## config.mk

```make
export PLATFORM = sky130hd
export DESIGN_NAME = model_input_deserializer_flat
export DESIGN_NICKNAME = d
export VERILOG_FILES = /design/src/rtl/model_bus_pkg.sv /design/src/rtl/model_input_deserializer_if.sv /design/src/rtl/sat_counter.sv /design/src/rtl/model_input_deserializer.sv /design/src/flat_wrapper.sv
export SDC_FILE = /design/constraint.sdc
export NUM_CORES = 1
export LEC_CHECK = 0
export ABC_AREA = 1
export CAP_MARGIN = 25
export CORE_ASPECT_RATIO = 0.5
export CORE_MARGIN = 2
export CORE_UTILIZATION = 48
export CTS_BUF_LIST = sky130_fd_sc_hd__clkbuf_4
export DETAILED_ROUTE_END_ITERATION = 8
export PLACE_DENSITY = 0.81
export SETUP_SLACK_MARGIN = 0.15
export SLEW_MARGIN = 20
export SYNTH_ARGS = -nofsm -noshare
export SYNTH_HDL_FRONTEND = slang
export SYNTH_HIERARCHICAL = 1
export SYNTH_SLANG_ARGS = --single-unit
```

## constraint.sdc

```tcl
create_clock -name clk -period 2.3 [get_ports clk]
set_clock_uncertainty 0.1 [all_clocks]
set_input_delay 0.23 -clock clk [delete_from_list [all_inputs] [get_ports clk]]
set_output_delay 0.23 -clock clk [all_outputs]
set_load 0.03 [all_outputs]
```

## src/rtl/model_bus_pkg.sv

```systemverilog
// Shared types and helpers for the model operand bus feeder.
// Holds the deserializer state encoding and bus geometry functions.
package model_bus_pkg;

    typedef enum logic [1:0] {
        FILL0,
        FILL1,
        HOLD
    } deser_state_t;

    function automatic int bus_width(input int hi, input int lo);
        return hi - lo + 1;
    endfunction

    function automatic int idx_width(input int w);
        return (w <= 1) ? 1 : $clog2(w);
    endfunction

endpackage

```

## src/rtl/model_input_deserializer_if.sv

```systemverilog
// Serial-in / frame-out handshake bundle for the model input deserializer.
// Slave is the deserializer; master is whoever drives the stream and sinks frames.
interface model_input_deserializer_if #(
    parameter int HI = 2,
    parameter int LO = -2
);
    logic         s_valid;
    logic         s_ready;
    logic         s_data;
    logic         s_first;
    logic         m_valid;
    logic         m_ready;
    logic [HI:LO] o_i0;
    logic [LO:HI] o_i1;

    modport slave (
        input  s_valid,
        input  s_data,
        input  s_first,
        input  m_ready,
        output s_ready,
        output m_valid,
        output o_i0,
        output o_i1
    );

    modport master (
        output s_valid,
        output s_data,
        output s_first,
        output m_ready,
        input  s_ready,
        input  m_valid,
        input  o_i0,
        input  o_i1
    );
endinterface

```

## src/rtl/sat_counter.sv

```systemverilog
// Saturating up-counter with synchronous clear.
// Sticks at all-ones once reached.
module sat_counter #(
    parameter int WIDTH = 8
) (
    input  logic             clk,
    input  logic             i_inc,
    input  logic             i_clr,
    output logic [WIDTH-1:0] o_count
);
    logic [WIDTH-1:0] r_count;

    always_ff @(posedge clk) begin
        if (i_clr) begin
            r_count <= '0;
        end else if (i_inc && (r_count != '1)) begin
            r_count <= r_count + 1'b1;
        end
    end

    assign o_count = r_count;
endmodule

```

## src/rtl/model_input_deserializer.sv

```systemverilog
// Collects a serial bit stream into the i0/i1 operand buses of the model cell,
// hands off complete frames on valid/ready and counts framing errors.
module model_input_deserializer
    import model_bus_pkg::*;
#(
    parameter int HI    = 2,
    parameter int LO    = -2,
    parameter int ERR_W = 8
) (
    input  logic                       clk,
    input  logic                       rst,
    model_input_deserializer_if.slave  bus,
    output logic [ERR_W-1:0]           err_cnt
);
    localparam int W     = bus_width(HI, LO);
    localparam int IDX_W = idx_width(W);
    localparam int LAST  = W - 1;

    deser_state_t     r_state;
    deser_state_t     w_state_nxt;
    logic [IDX_W-1:0] r_idx;
    logic [IDX_W-1:0] w_idx_nxt;
    logic [W-1:0]     r_bus0;
    logic [W-1:0]     r_bus1;
    logic [W-1:0]     w_mask;
    logic             w_acc;
    logic             w_err;
    logic             w_wr0;
    logic             w_wr1;
    int               w_k;

    // Both buses place bit k at offset W-1-k: i0 is [HI:LO], i1 is [LO:HI].
    always_comb begin
        w_acc       = bus.s_valid && (r_state != HOLD);
        w_err       = w_acc && bus.s_first
                      && !((r_state == FILL0) && (r_idx == '0));
        w_k         = w_err ? 0 : int'(r_idx);
        w_mask      = W'(1) << (LAST - w_k);
        w_wr0       = w_acc && (w_err || (r_state == FILL0));
        w_wr1       = w_acc && !w_err && (r_state == FILL1);
        w_state_nxt = r_state;
        w_idx_nxt   = r_idx;
        if (w_wr0) begin
            if (w_k == LAST) begin
                w_state_nxt = FILL1;
                w_idx_nxt   = '0;
            end else begin
                w_state_nxt = FILL0;
                w_idx_nxt   = IDX_W'(w_k + 1);
            end
        end else if (w_wr1) begin
            if (w_k == LAST) begin
                w_state_nxt = HOLD;
                w_idx_nxt   = '0;
            end else begin
                w_idx_nxt   = IDX_W'(w_k + 1);
            end
        end else if ((r_state == HOLD) && bus.m_ready) begin
            w_state_nxt = FILL0;
            w_idx_nxt   = '0;
        end
    end

    always_ff @(posedge clk) begin
        if (rst) begin
            r_state <= FILL0;
            r_idx   <= '0;
            r_bus0  <= '0;
            r_bus1  <= '0;
        end else begin
            r_state <= w_state_nxt;
            r_idx   <= w_idx_nxt;
            if (w_wr0) begin
                r_bus0 <= (r_bus0 & ~w_mask) | (bus.s_data ? w_mask : '0);
            end
            if (w_wr1) begin
                r_bus1 <= (r_bus1 & ~w_mask) | (bus.s_data ? w_mask : '0);
            end
        end
    end

    assign bus.s_ready = (r_state != HOLD);
    assign bus.m_valid = (r_state == HOLD);
    assign bus.o_i0    = r_bus0;
    assign bus.o_i1    = r_bus1;

    sat_counter #(
        .WIDTH (ERR_W)
    ) u_err_cnt (
        .clk     (clk),
        .i_inc   (w_err),
        .i_clr   (rst),
        .o_count (err_cnt)
    );
endmodule

```

## src/flat_wrapper.sv

```systemverilog
// flat-port wrapper written by rule: the top's interface ports become plain ports
module model_input_deserializer_flat import model_bus_pkg::*;
#(
    parameter int HI    = 2,
    parameter int LO    = -2,
    parameter int ERR_W = 8
)
  (clk, rst, err_cnt, bus_s_valid, bus_s_data, bus_s_first, bus_m_ready, bus_s_ready, bus_m_valid, bus_o_i0, bus_o_i1);
  model_input_deserializer_if #(.HI(HI), .LO(LO)) bus_i ();
  input  logic clk;
  input  logic rst;
  output logic [ERR_W-1:0] err_cnt;
  input wire logic [$bits(bus_i.s_valid)-1:0] bus_s_valid;
  input wire logic [$bits(bus_i.s_data)-1:0] bus_s_data;
  input wire logic [$bits(bus_i.s_first)-1:0] bus_s_first;
  input wire logic [$bits(bus_i.m_ready)-1:0] bus_m_ready;
  output wire logic [$bits(bus_i.s_ready)-1:0] bus_s_ready;
  output wire logic [$bits(bus_i.m_valid)-1:0] bus_m_valid;
  output wire logic [$bits(bus_i.o_i0)-1:0] bus_o_i0;
  output wire logic [$bits(bus_i.o_i1)-1:0] bus_o_i1;
  assign bus_i.s_valid = bus_s_valid;
  assign bus_i.s_data = bus_s_data;
  assign bus_i.s_first = bus_s_first;
  assign bus_i.m_ready = bus_m_ready;
  assign bus_s_ready = bus_i.s_ready;
  assign bus_m_valid = bus_i.m_valid;
  assign bus_o_i0 = bus_i.o_i0;
  assign bus_o_i1 = bus_i.o_i1;
  model_input_deserializer #(.HI(HI), .LO(LO), .ERR_W(ERR_W)) u_core (.clk(clk), .rst(rst), .bus(bus_i), .err_cnt(err_cnt));
endmodule
```

-- After elaboration in Yosys (flattened, before gate mapping)
Cells that the tools add are included.
- latch bits: 0
- logic and storage cells: 47
- memories: 0
- bits in read-only memories: 0
- output and inout port bits: 20
- bits in registers: 23
- input port bits: 6
- bits in writable memories: 0
- bitwise gates (word level): 5
- $lt $le $gt $ge: 0
- shift-type cells: 1
- multipliers: 0
- divide/modulo/power cells: 0
- equality and inequality tests: 6
- reduce and logical (&&, ||, !) cells: 16
- multiplexer cells: 11
- $add $sub $neg: 3
- operators with widths (kind ; count):
    32-bit by 4-bit == test with 1-bit output (second input constant) ; 1
    1-bit by 32-bit left shift with 5-bit output (first input constant) ; 1
    4-bit by 32-bit subtractor with 32-bit output (first input constant) ; 1
    3-bit two-way mux ; 5
    5-bit AND ; 2
    5-bit bitwise OR ; 2
    1-bit logical AND ; 9
    8-bit by 1-bit adder with 8-bit output (second input constant) ; 1
    2-bit two-way mux ; 4
    8-bit != test (second input constant) ; 1
    5-bit two-way mux ; 1
    5-bit inverter ; 1
    3-bit by 2-bit adder with 3-bit output (second input constant) ; 1
    3-bit zero test ; 1
    3-bit by 2-bit != test with 1-bit output (second input constant) ; 1
    3-bit nonzero test ; 1
    2-bit by 1-bit == test with 1-bit output (second input constant) ; 1
    2-bit == test (second input constant) ; 1
    1-bit zero test ; 2
    2-bit zero test ; 1
    2-bit != test (second input constant) ; 1
    2-bit AND reduction ; 1
    1-bit logical OR ; 1
    1-bit two-way mux ; 1

-- Depth between registers and ports, before layout
Gate-level depths: netlist of run 1.
- word-level depth: 10
- gate-level depth with buffers: 16
- gate-level depth less buffers: 16

-- Cells and area by module
Netlist of run 1, hierarchy kept.
- modules (own cells, without submodules) (module ; seq. area each (um2) ; area each (um2) ; times used ; cells an instance):
    model_input_deserializer ; 300.3 ; 867.1 ; 1 ; 130
    sat_counter ; 160.2 ; 484.2 ; 1 ; 77

-- Worst setup path before layout of run 1
No wires, ideal clock.
- path kind: reg-to-reg
- start point: reg u_core.r_state[1]
- end point: reg (tool-made name)
- arrival: 1.971 ns
- required time: 2.085 ns
- path buffers: 0
- cell stages (with the launch flop): 16
- slack: 0.113 ns
- library setup time: 0.115 ns
- period minus slack after synthesis: 2.187 ns
- path through: dfxtp_1 -> nand2_4 -> nand2_2 -> nor2_4 -> nand2_2 -> inv_1 -> nor2_1 -> inv_1 -> ha_1 -> ha_1 -> nor2_1 -> inv_1 -> nor2_4 -> nand3_1 -> nand2_1 -> nor2_1
- RTL lines (item ; RTL line ; RTL):
    from (decl) ; model_input_deserializer.sv:19 ; deser_state_t r_state;
    from (signal assigned) ; model_input_deserializer.sv:71 ; r_state <= w_state_nxt;

==> results.yml, run 1 <==
setup_path:
  kind_of_critical_path: "flop to flop"
  worst_path_max_delay_cell: "sky130_fd_sc_hd__dfxtp_4"
  crit_fanout: 5
  timing.critical_path.from_type: "flop"
  timing.reg2reg.setup_slack_ps: 260
  critPathMaxStageDelay_ps: 390
  critical_path.endpoint_type: "flop"
  worst-endpoint-required_ps: 2460
  crit_path_cell_trace: "inv_4, nand2_4, nand2_4, nor2_4, nand2_2, inv_2, nor2_4, inv_2, ha_4, ha_4, nor2_4, buf_4, nand4_1, nand2_1, nand2_1, nor2_1"
  crit_arrival_ps: 2200
  cp_common_cell: "sky130_fd_sc_hd__nor2_4"
  worst-r2r-cell-count: 16
global_route:
  pin_count_of_the_biggest_net_entering_global_routing: 15
  grt_pass1_vias: 1082
  globalRoute.totalOverflow: 0
  antenna_found_initial: 0
  grt_pass1_wl_um: 4705
  grt_usage: 0.1774
routing:
  route.vias.total: 1382
  routed_wl_um: 2946
  avgRoutedWirePerCell_um: 10.52
  route.detailed.vias_per_inst: 4.936
  count_of_nets_left_with_antenna_violations_after_detail_routing: 0
  drt_pre_antenna_iters: 4
  drt_iter0_markers: 82
  drc: 0
pwr:
  power.switching_fraction: 0.3016
  max-vdd-ir-drop_v: 0.0003165
  share_comb_of_total_power: 0.228
  power-per-cell-area_nw_per_um2: 437.5
  clkPwrFrac: 0.247
  lkg_pwr_nw: 0.7908
  total_power_mw: 0.7889
  net-switching-power_mw: 0.2380
  internal_power_consumption_mw: 0.5509
  seqPwrFrac: 0.525
clock_network:
  root_buffer: "sky130_fd_sc_hd__clkbuf_4"
  worst_skew_pair.late_latency_ps: 320
  cts_inserted_buffers: 3
  clk_transition_reported_paths_ps: 140
  max-clock-path-buffers: 2
  htreeDepth: 1
  clock-sinks: 23
  tritoncts: "done"
cells_and_area:
  sequential_cell_area_um2: 469.2
  num_antenna_cells: 0
  multi_input_comb_area_um2: 798.3
  post_route_cells_drive_above_1_share: 0.1975
  postLayoutCoreUtil: 0.6842
  finish.instance_area_um2: 1803
  areaGrowthSynthToFinish_pct: 33.43
  layout.nets: 254
  fill_cells: 237
place:
  buffer_ports.inserted: 25
  placedInstanceArea_um2: 1688
  worst_setup_timing_slack_at_the_placement_stage_ps: -58.46
  routabilityCongestion: 0.8944
  hpwlAfterDp_um: 2080
yosys:
  post_synth_num_cell_types: 22
  synth_top_area_share: 0.3407
  synth-warning-count: 6
  synth_area_leader_cell: "sky130_fd_sc_hd__dfxtp_1"
  synth_top_family_by_area: "simple AND/OR/NAND/NOR gates"
  synth_adder_area_share: 0.03704
  synth-simple-area-share: 0.4231
  synth_top_cells_by_area: "sky130_fd_sc_hd__dfxtp_1, sky130_fd_sc_hd__nand2_1, sky130_fd_sc_hd__nor2_1"
  syn-num-nets: 217
  syn_avg_cell_area_um2: 6.528
  synth.cell_area_um2: 1351
  synthXorXnorAreaFrac: 0.006481
  syn_inst: 207
  synth_compound_area_frac: 0.07593
  synth_seq_cells: 23
  synth_sequential_area_ratio: 0.3407
  synthMuxAreaShare: 0
timing:
  max_slew.worst_pin.slew_ps: 313.1
  timing.max_slew.rel_slack: 0.7906
  finalCritPeriodShare: 0.8863
  finalWorstSetupSlack_ps: 261.6
  setup_repair_after_global_routing_missed_its_margin: "false"
  timing_hold_violations_final: 0
  final.hold.worst_slack_ps: 395.1
  final-setup-viol-count: 0
  timing_max_transition_violations_final: 0
  max_clock_freq_ghz: 0.4906
  post-route-min-period_ps: 2038
min_path:
  hold_path_class: "flop to flop"
  hold_path_depth: 2
floorplan:
  design.portCount: 26
  dieWidth_um: 79.04
  initial_core_util: 0.5128
  die_span_y_um: 41.52
  floorplan.rows: 13
  floorplan.die_area_um2: 3282
  core_area_um2: 2635
job:
  count_of_max_cap_constraint_violations: 0
outcome:
  run_status: "complete, no violations"
-- final timing paths --
| check | startpoint | end |
|---|---|---|
| min | u_core/u_err_cnt/o_count[6]$_SDFFE_PP0P_ | u_core/u_err_cnt/o_count[6]$_SDFFE_PP0P_ |
| max | u_core/r_state[0]$_SDFFE_PP0P_ | flop |
| max reg2reg | u_core/r_state[0]$_SDFFE_PP0P_ | flop |
| min reg2reg | u_core/u_err_cnt/o_count[6]$_SDFFE_PP0P_ | u_core/u_err_cnt/o_count[6]$_SDFFE_PP0P_ |
-- placed cells by master, fill, tap and decap left out, drive strengths merged --
master and n:
nand2 49, nor2 44, inv 36, clkdlybuf4s50 25
dfxtp 23, nand3 18, a21oi 16, nand4 9
buf 9, ha 4, clkbuf 3, o21ai 2
clkinvlp 1, xor2 1, o211ai 1, clkinv 1
nand3b 1
-- logic make-up after synthesis --
family                   after synthesis
adder cells (fa/ha/maj)                4
buffers and inverters                 39
AND/OR/NAND/NOR                      121
XOR/XNOR                               1
AO/OA/AOI/OAI                         19
flip-flops                            23
-- cell type report --
cell class / instances / share of cell area
Sequential cell: 23 / 0.2602
Tap cell: 37 / 0.02568
Clock buffer: 3 / 0.01249
Clock inverter: 1 / 0.004164
Inverter: 37 / 0.07842
Timing Repair Buffer: 34 / 0.1763
Multi-Input combinational cell: 145 / 0.4427
-- power groups by stage --
stage          sequential [mW]  clock (mW)  combinational (mW)
6_report                 0.414       0.195               0.180
5_1_grt                  0.416       0.226               0.197
4_1_cts                  0.416       0.206               0.158
3_5_place_dp             0.424           0               0.147
3_3_place_gp             0.424           0               0.145
2_1_floorplan            0.439           0              0.0804
-- synthesized netlist by cell type --
master	n
sky130_fd_sc_hd__a21oi_1	16
sky130_fd_sc_hd__buf_4	1
sky130_fd_sc_hd__buf_6	1
sky130_fd_sc_hd__clkinv_1	1
sky130_fd_sc_hd__dfxtp_1	23
sky130_fd_sc_hd__ha_1	4
sky130_fd_sc_hd__inv_1	30
sky130_fd_sc_hd__inv_2	6
sky130_fd_sc_hd__nand2_1	44
sky130_fd_sc_hd__nand2_2	3
sky130_fd_sc_hd__nand2_4	2
sky130_fd_sc_hd__nand3_1	15
sky130_fd_sc_hd__nand3_2	3
sky130_fd_sc_hd__nand3b_2	1
sky130_fd_sc_hd__nand4_1	9
sky130_fd_sc_hd__nor2_1	39
sky130_fd_sc_hd__nor2_2	2
sky130_fd_sc_hd__nor2_4	3
sky130_fd_sc_hd__o211ai_2	1
sky130_fd_sc_hd__o21ai_0	1
sky130_fd_sc_hd__o21ai_1	1
sky130_fd_sc_hd__xor2_1	1
-- layer usage --
| metal | vias to the layer above | GRT usage | share of wire |
|---|---|---|---|
| met5 | - | 0 | 0 |
| met4 | 0 | 0.03103 | 0.0058 |
| met3 | 2 | 0.04565 | 0.043 |
| met2 | 30 | 0.2746 | 0.46 |
| met1 | 626 | 0.2534 | 0.50 |
| li1 | 724 | - | - |
-- per-stage QoR --
| step | TNS, ps | cells |
|---|---|---|
| detailed placement | -173.2 | 274 |
| floorplan | 0 | 207 |
| global placement | -31.59 | 274 |
| CTS | 0 | 280 |
| finish | 0 | 280 |
| global route | 0 | 280 |
-- timing repair --
action                     4_1_cts  5_1_grt
buffers inserted                 2        0
gates resized for setup          3       16
hold buffers                     0        0
setup endpoints to repair        4       10
pin swaps                        2       10
-- critical path: cells and delay by family, from the launching register on --
family,cells,cell delay [ps]
AND/OR/NAND/NOR,10,790
adder cells (fa/ha/maj),2,420
flip-flops,1,390
buffers and inverters,4,280
Note: power is estimated with default switching activity, not from simulation.
==> run 2: changes to the inputs <==
- CORE_MARGIN: 2 -> 4
- GPL_ROUTABILITY_DRIVEN: not set -> 0
==> results.yml, run 2 (synthesized netlist as in run 1, its figures left out) <==
setup_path:
  worst-endpoint-required_ps: 2470
  crit_arrival_ps: 2230
  kind_of_critical_path: "flop to flop"
  critPathMaxStageDelay_ps: 360
  crit_path_cell_trace: "inv_2, nand2_4, nand2_2, nor2_4, nand2_2, inv_1, nor2_2, inv_1, ha_2, ha_4, nor2_2, buf_4, nand4_1, nand2_1, nand2_1, nor2_1"
  critical_path.endpoint_type: "flop"
  timing.critical_path.from_type: "flop"
  cp_top_family: "simple AND/OR/NAND/NOR gates"
  critPathBufInv: 4
  timing.reg2reg.setup_slack_ps: 240
  crit_fanout: 5
  worst_path_max_delay_cell: "sky130_fd_sc_hd__dfxtp_2"
clock_network:
  cts.hold.buffers_added: 0
  clk_transition_reported_paths_ps: 130
  htreeDepth: 1
  max-clock-path-buffers: 2
  cts_inserted_buffers: 3
  root_buffer: "sky130_fd_sc_hd__clkbuf_4"
  clock-sinks: 23
  worst_skew_pair.late_latency_ps: 310
  tritoncts: "done"
place:
  hpwlAfterDp_um: 2121
  buffer_ports.inserted: 25
  inst_count_dp: 274
  placedInstanceArea_um2: 1688
  worst_setup_timing_slack_at_the_placement_stage_ps: -69.45
routing:
  routed_wl_um: 2944
  m1WireLength_um: 1417
  drc: 0
  route.detailed.vias_per_inst: 4.861
  routed-wl-met3_um: 151
  avgRoutedWirePerCell_um: 10.48
  highest-signal-layer: "met3"
  drt_pre_antenna_iters: 4
  drt_iter0_markers: 76
  count_of_nets_left_with_antenna_violations_after_detail_routing: 0
  met2RoutedLength_um: 1375
  route.vias.total: 1366
cells_and_area:
  areaGrowthSynthToFinish_pct: 30.37
  sequential_cell_area_um2: 462.9
  post_route_cells_drive_above_1_share: 0.1803
  fill_cells: 234
  layout.cells.most_common: "sky130_fd_sc_hd__nand2_1"
  postLayoutCoreUtil: 0.6686
  layout.nets: 255
  num_antenna_cells: 0
  multi_input_comb_area_um2: 760.7
  instances_no_fill: 281
  finish.instance_area_um2: 1762
  final_cell_mix: "sky130_fd_sc_hd__nand2_1, sky130_fd_sc_hd__nor2_1, sky130_fd_sc_hd__inv_1"
floorplan:
  floorplan.rows: 13
  design.portCount: 26
  floorplan.die_area_um2: 3780
  dieWidth_um: 83.04
  initial_core_util: 0.5128
  core_area_um2: 2635
  die_span_y_um: 45.52
timing:
  timing_max_transition_violations_final: 0
  finalWorstSetupSlack_ps: 238.4
  timing_hold_violations_final: 0
  max_clock_freq_ghz: 0.4851
  final.hold.worst_slack_ps: 393.9
  final-setup-viol-count: 0
  max_slew.worst_pin.slew_ps: 313.2
  finalCritPeriodShare: 0.8963
  setup_repair_after_global_routing_missed_its_margin: "true"
  timing.max_slew.rel_slack: 0.7905
  post-route-min-period_ps: 2062
global_route:
  grt_usage: 0.1541
  pin_count_of_the_biggest_net_entering_global_routing: 14
  grt_pass1_vias: 1139
  antenna_found_initial: 0
  grt_pass1_wl_um: 4781
  globalRoute.totalOverflow: 0
pwr:
  lkg_pwr_nw: 0.7916
  max-vdd-ir-drop_v: 0.0002370
  power-per-cell-area_nw_per_um2: 439.6
min_path:
  hold_path_class: "flop to flop"
outcome:
  run_status: "complete, no violations"
job:
  count_of_max_cap_constraint_violations: 0
## run 2: changes by cell type in the layout (fill, tap and decap cells not counted), sizes merged
cell and change:
clkinv +1, buf +1, clkinvlp -1
## run 2: through the flow
| stage | setup TNS (ps) | total power, mW |
|---|---|---|
| floorplan | 0 | 0.5197 |
| global placement | -28.59 | 0.5684 |
| detailed placement | -214.1 | 0.5711 |
| CTS | 0 | 0.7718 |
| global route | 0 | 0.8165 |
| finish | 0 | 0.7745 |
## run 2: final timing paths
kind,to,cells past startpoint,start
worst max-delay path,flop,16,u_core/r_state[0]$_SDFFE_PP0P_
worst min-delay path,u_core/u_err_cnt/o_count[6]$_SDFFE_PP0P_,2,u_core/u_err_cnt/o_count[6]$_SDFFE_PP0P_
worst max register to register,flop,16,u_core/r_state[0]$_SDFFE_PP0P_
worst min register to register,u_core/u_err_cnt/o_count[6]$_SDFFE_PP0P_,2,u_core/u_err_cnt/o_count[6]$_SDFFE_PP0P_
## run 2: report_power, final
group	switching [mW]	internal [mW]
Combinational	0.0942	0.0712
Sequential	0.00767	0.408
Clock	0.128	0.0651
Total	0.230	0.545
## run 2: worst reg2reg max path: cells and delay by family, from the launching register on
kind / cells / cell delay (ps)
fa+ha+maj: 2 / 420
buf+inv: 4 / 330
flops: 1 / 360
simple gates: 10 / 810
## run 2: per-layer routing
metal	up-vias	GRT usage
met4	0	0.03257
li1	722	-
met1	608	0.1935
met3	0	0.03971
met2	36	0.2755
met5	-	0
## run 2: area by class of cell
type / count / share of cell area
multi-input combinational: 145 / 0.4318
sequential: 23 / 0.2628
timing repair buffer: 35 / 0.1847
inverter: 37 / 0.07884
tap: 37 / 0.02628
clock buffer: 3 / 0.01278
clock inverter: 1 / 0.002841
## run 2: timing repair
item	4_1_cts	5_1_grt
endpoints found under the setup margin	4	11
pin swaps	2	10
gates resized for setup	1	5
setup buffers	2	1
==> run 3: changes to the inputs <==
- CTS_CLUSTER_DIAMETER: not set -> 30
- TNS_END_PERCENT: not set -> 5
==> results.yml, run 3 (synthesized netlist as in run 1, its figures left out) <==
cells_and_area:
  postLayoutCoreUtil: 0.6733
  post_route_cells_drive_above_1_share: 0.1770
  finish.instance_area_um2: 1774
  layout.cells.most_common: "sky130_fd_sc_hd__nand2_1"
  fill_cells: 231
  layout.nets: 254
  num_antenna_cells: 0
  areaGrowthSynthToFinish_pct: 31.30
  final_cell_mix: "sky130_fd_sc_hd__nand2_1, sky130_fd_sc_hd__nor2_1, sky130_fd_sc_hd__inv_1"
clock_network:
  max-clock-path-buffers: 2
  cts_inserted_buffers: 3
  clock-sinks: 23
  clk_transition_reported_paths_ps: 130
  htreeDepth: 1
  cts.hold.buffers_added: 0
  root_buffer: "sky130_fd_sc_hd__clkbuf_4"
  worst_skew_pair.late_latency_ps: 310
  tritoncts: "done"
place:
  worst_setup_timing_slack_at_the_placement_stage_ps: -69.45
  placedInstanceArea_um2: 1688
  buffer_ports.inserted: 25
  hpwlAfterDp_um: 2121
timing:
  max_slew.worst_pin.slew_ps: 313.4
  timing.setup.tns_ps: 0
  finalWorstSetupSlack_ps: 173.1
  timing_max_transition_violations_final: 0
  final-setup-viol-count: 0
  post-route-min-period_ps: 2127
  max_clock_freq_ghz: 0.4702
  timing_hold_violations_final: 0
  setup_repair_after_global_routing_missed_its_margin: "true"
  finalCritPeriodShare: 0.9247
  timing.max_slew.rel_slack: 0.7904
floorplan:
  core_area_um2: 2635
  design.portCount: 26
  die_span_y_um: 45.52
  floorplan.rows: 13
  floorplan.die_area_um2: 3780
  dieWidth_um: 83.04
  initial_core_util: 0.5128
setup_path:
  timing.critical_path.from_type: "flop"
  critical_path.endpoint_type: "flop"
  crit_fanout: 5
  crit_path_from: "u_core/r_state[0]$_SDFFE_PP0P_"
  worst-endpoint-required_ps: 2420
  rr_startpoint: "u_core/r_state[0]$_SDFFE_PP0P_"
  crit_arrival_ps: 2250
  kind_of_critical_path: "flop to flop"
global_route:
  globalRoute.totalOverflow: 0
  grt_pass1_vias: 1109
  antenna_found_initial: 0
  grt_usage: 0.1508
  pin_count_of_the_biggest_net_entering_global_routing: 14
  grt_pass1_wl_um: 4678
routing:
  drc: 0
  drt_pre_antenna_iters: 4
  routed_wl_um: 2924
  route.detailed.vias_per_inst: 4.879
  avgRoutedWirePerCell_um: 10.44
  count_of_nets_left_with_antenna_violations_after_detail_routing: 0
  drt_iter0_markers: 99
  route.vias.total: 1366
pwr:
  power-per-cell-area_nw_per_um2: 440.1
  max-vdd-ir-drop_v: 0.0002365
  total_power_mw: 0.7808
  lkg_pwr_nw: 0.7894
outcome:
  run_status: "complete, no violations"
job:
  count_of_max_cap_constraint_violations: 0
min_path:
  hold_path_class: "flop to flop"
  min_from: "u_core/u_err_cnt/o_count[6]$_SDFFE_PP0P_"
==> run 3: changes by cell type in the layout (fill, tap and decap cells not counted) <==
cell,before,now
sky130_fd_sc_hd__nor2_2,7,5
sky130_fd_sc_hd__nor2_4,3,5
sky130_fd_sc_hd__ha_2,1,0
sky130_fd_sc_hd__ha_4,1,2
sky130_fd_sc_hd__buf_4,10,9
==> run 3: final cells by class <==
class | count | area [um^2] | area share
repair buffers | 34 | 317.8 | 0.1791
inverters | 37 | 138.9 | 0.07828
clock buffers | 3 | 22.52 | 0.01269
well taps | 37 | 46.29 | 0.02609
flip-flops and latches | 23 | 462.9 | 0.2609
clock inverters | 1 | 5.005 | 0.002821
multi-input cells | 145 | 780.7 | 0.4401
==> run 3: through the flow <==
| stage | hold WS [ps] | instances |
|---|---|---|
| global route | 419.5 | 280 |
| CTS | 400.0 | 279 |
| floorplan | 191.7 | 207 |
| finish | 393.8 | 280 |
| global placement | 368.3 | 274 |
| detailed placement | 373.4 | 274 |
==> run 3: routing by layer <==
layer  up-vias  track usage  routed length (um)
met2        39       0.2643                1387
met1       605       0.1935                1377
li1        720            -                   -
met4         0      0.02932                   7
met3         2      0.03971                 152
met5         -            0                   0
==> run 3: timing repair <==
action	4_1_cts	5_1_grt
buffers inserted	1	1
pin swaps	1	4
endpoints found under the hold margin	0	0
endpoints found under the setup margin	4	11
gates resized for setup	0	9
==> run 3: where the power goes <==
part | internal [mW] | leakage (nW) | switching [mW]
Clock | 0.0651 | 0.0177 | 0.127
Combinational | 0.0744 | 0.585 | 0.0978
Sequential | 0.408 | 0.187 | 0.00763
Total | 0.548 | 0.789 | 0.233
==> run 3: critical path, cell delays in order (launching register included) <==
cell and delay, ps:
sky130_fd_sc_hd__dfxtp_2 360, sky130_fd_sc_hd__inv_2 80, sky130_fd_sc_hd__nand2_4 70, sky130_fd_sc_hd__nand2_2 80, sky130_fd_sc_hd__nor2_4 30, sky130_fd_sc_hd__nand2_2 50
sky130_fd_sc_hd__inv_1 70, sky130_fd_sc_hd__nor2_2 150, sky130_fd_sc_hd__inv_1 100, sky130_fd_sc_hd__ha_4 170, sky130_fd_sc_hd__ha_4 230, sky130_fd_sc_hd__nor2_4 120
sky130_fd_sc_hd__inv_1 80, sky130_fd_sc_hd__nor2_4 140, sky130_fd_sc_hd__nand3_1 80, sky130_fd_sc_hd__nand2_1 70, sky130_fd_sc_hd__nor2_1 60
==> run 3: path summary, 6_finish.rpt <==
check / end / slack, ps / cells after the start
worst min register to register: u_core/u_err_cnt/o_count[6]$_SDFFE_PP0P_ / 390 / 2
worst max register to register: flop / 170 / 16
worst max-delay path: flop / 170 / 16
worst min-delay path: u_core/u_err_cnt/o_count[6]$_SDFFE_PP0P_ / 390 / 2
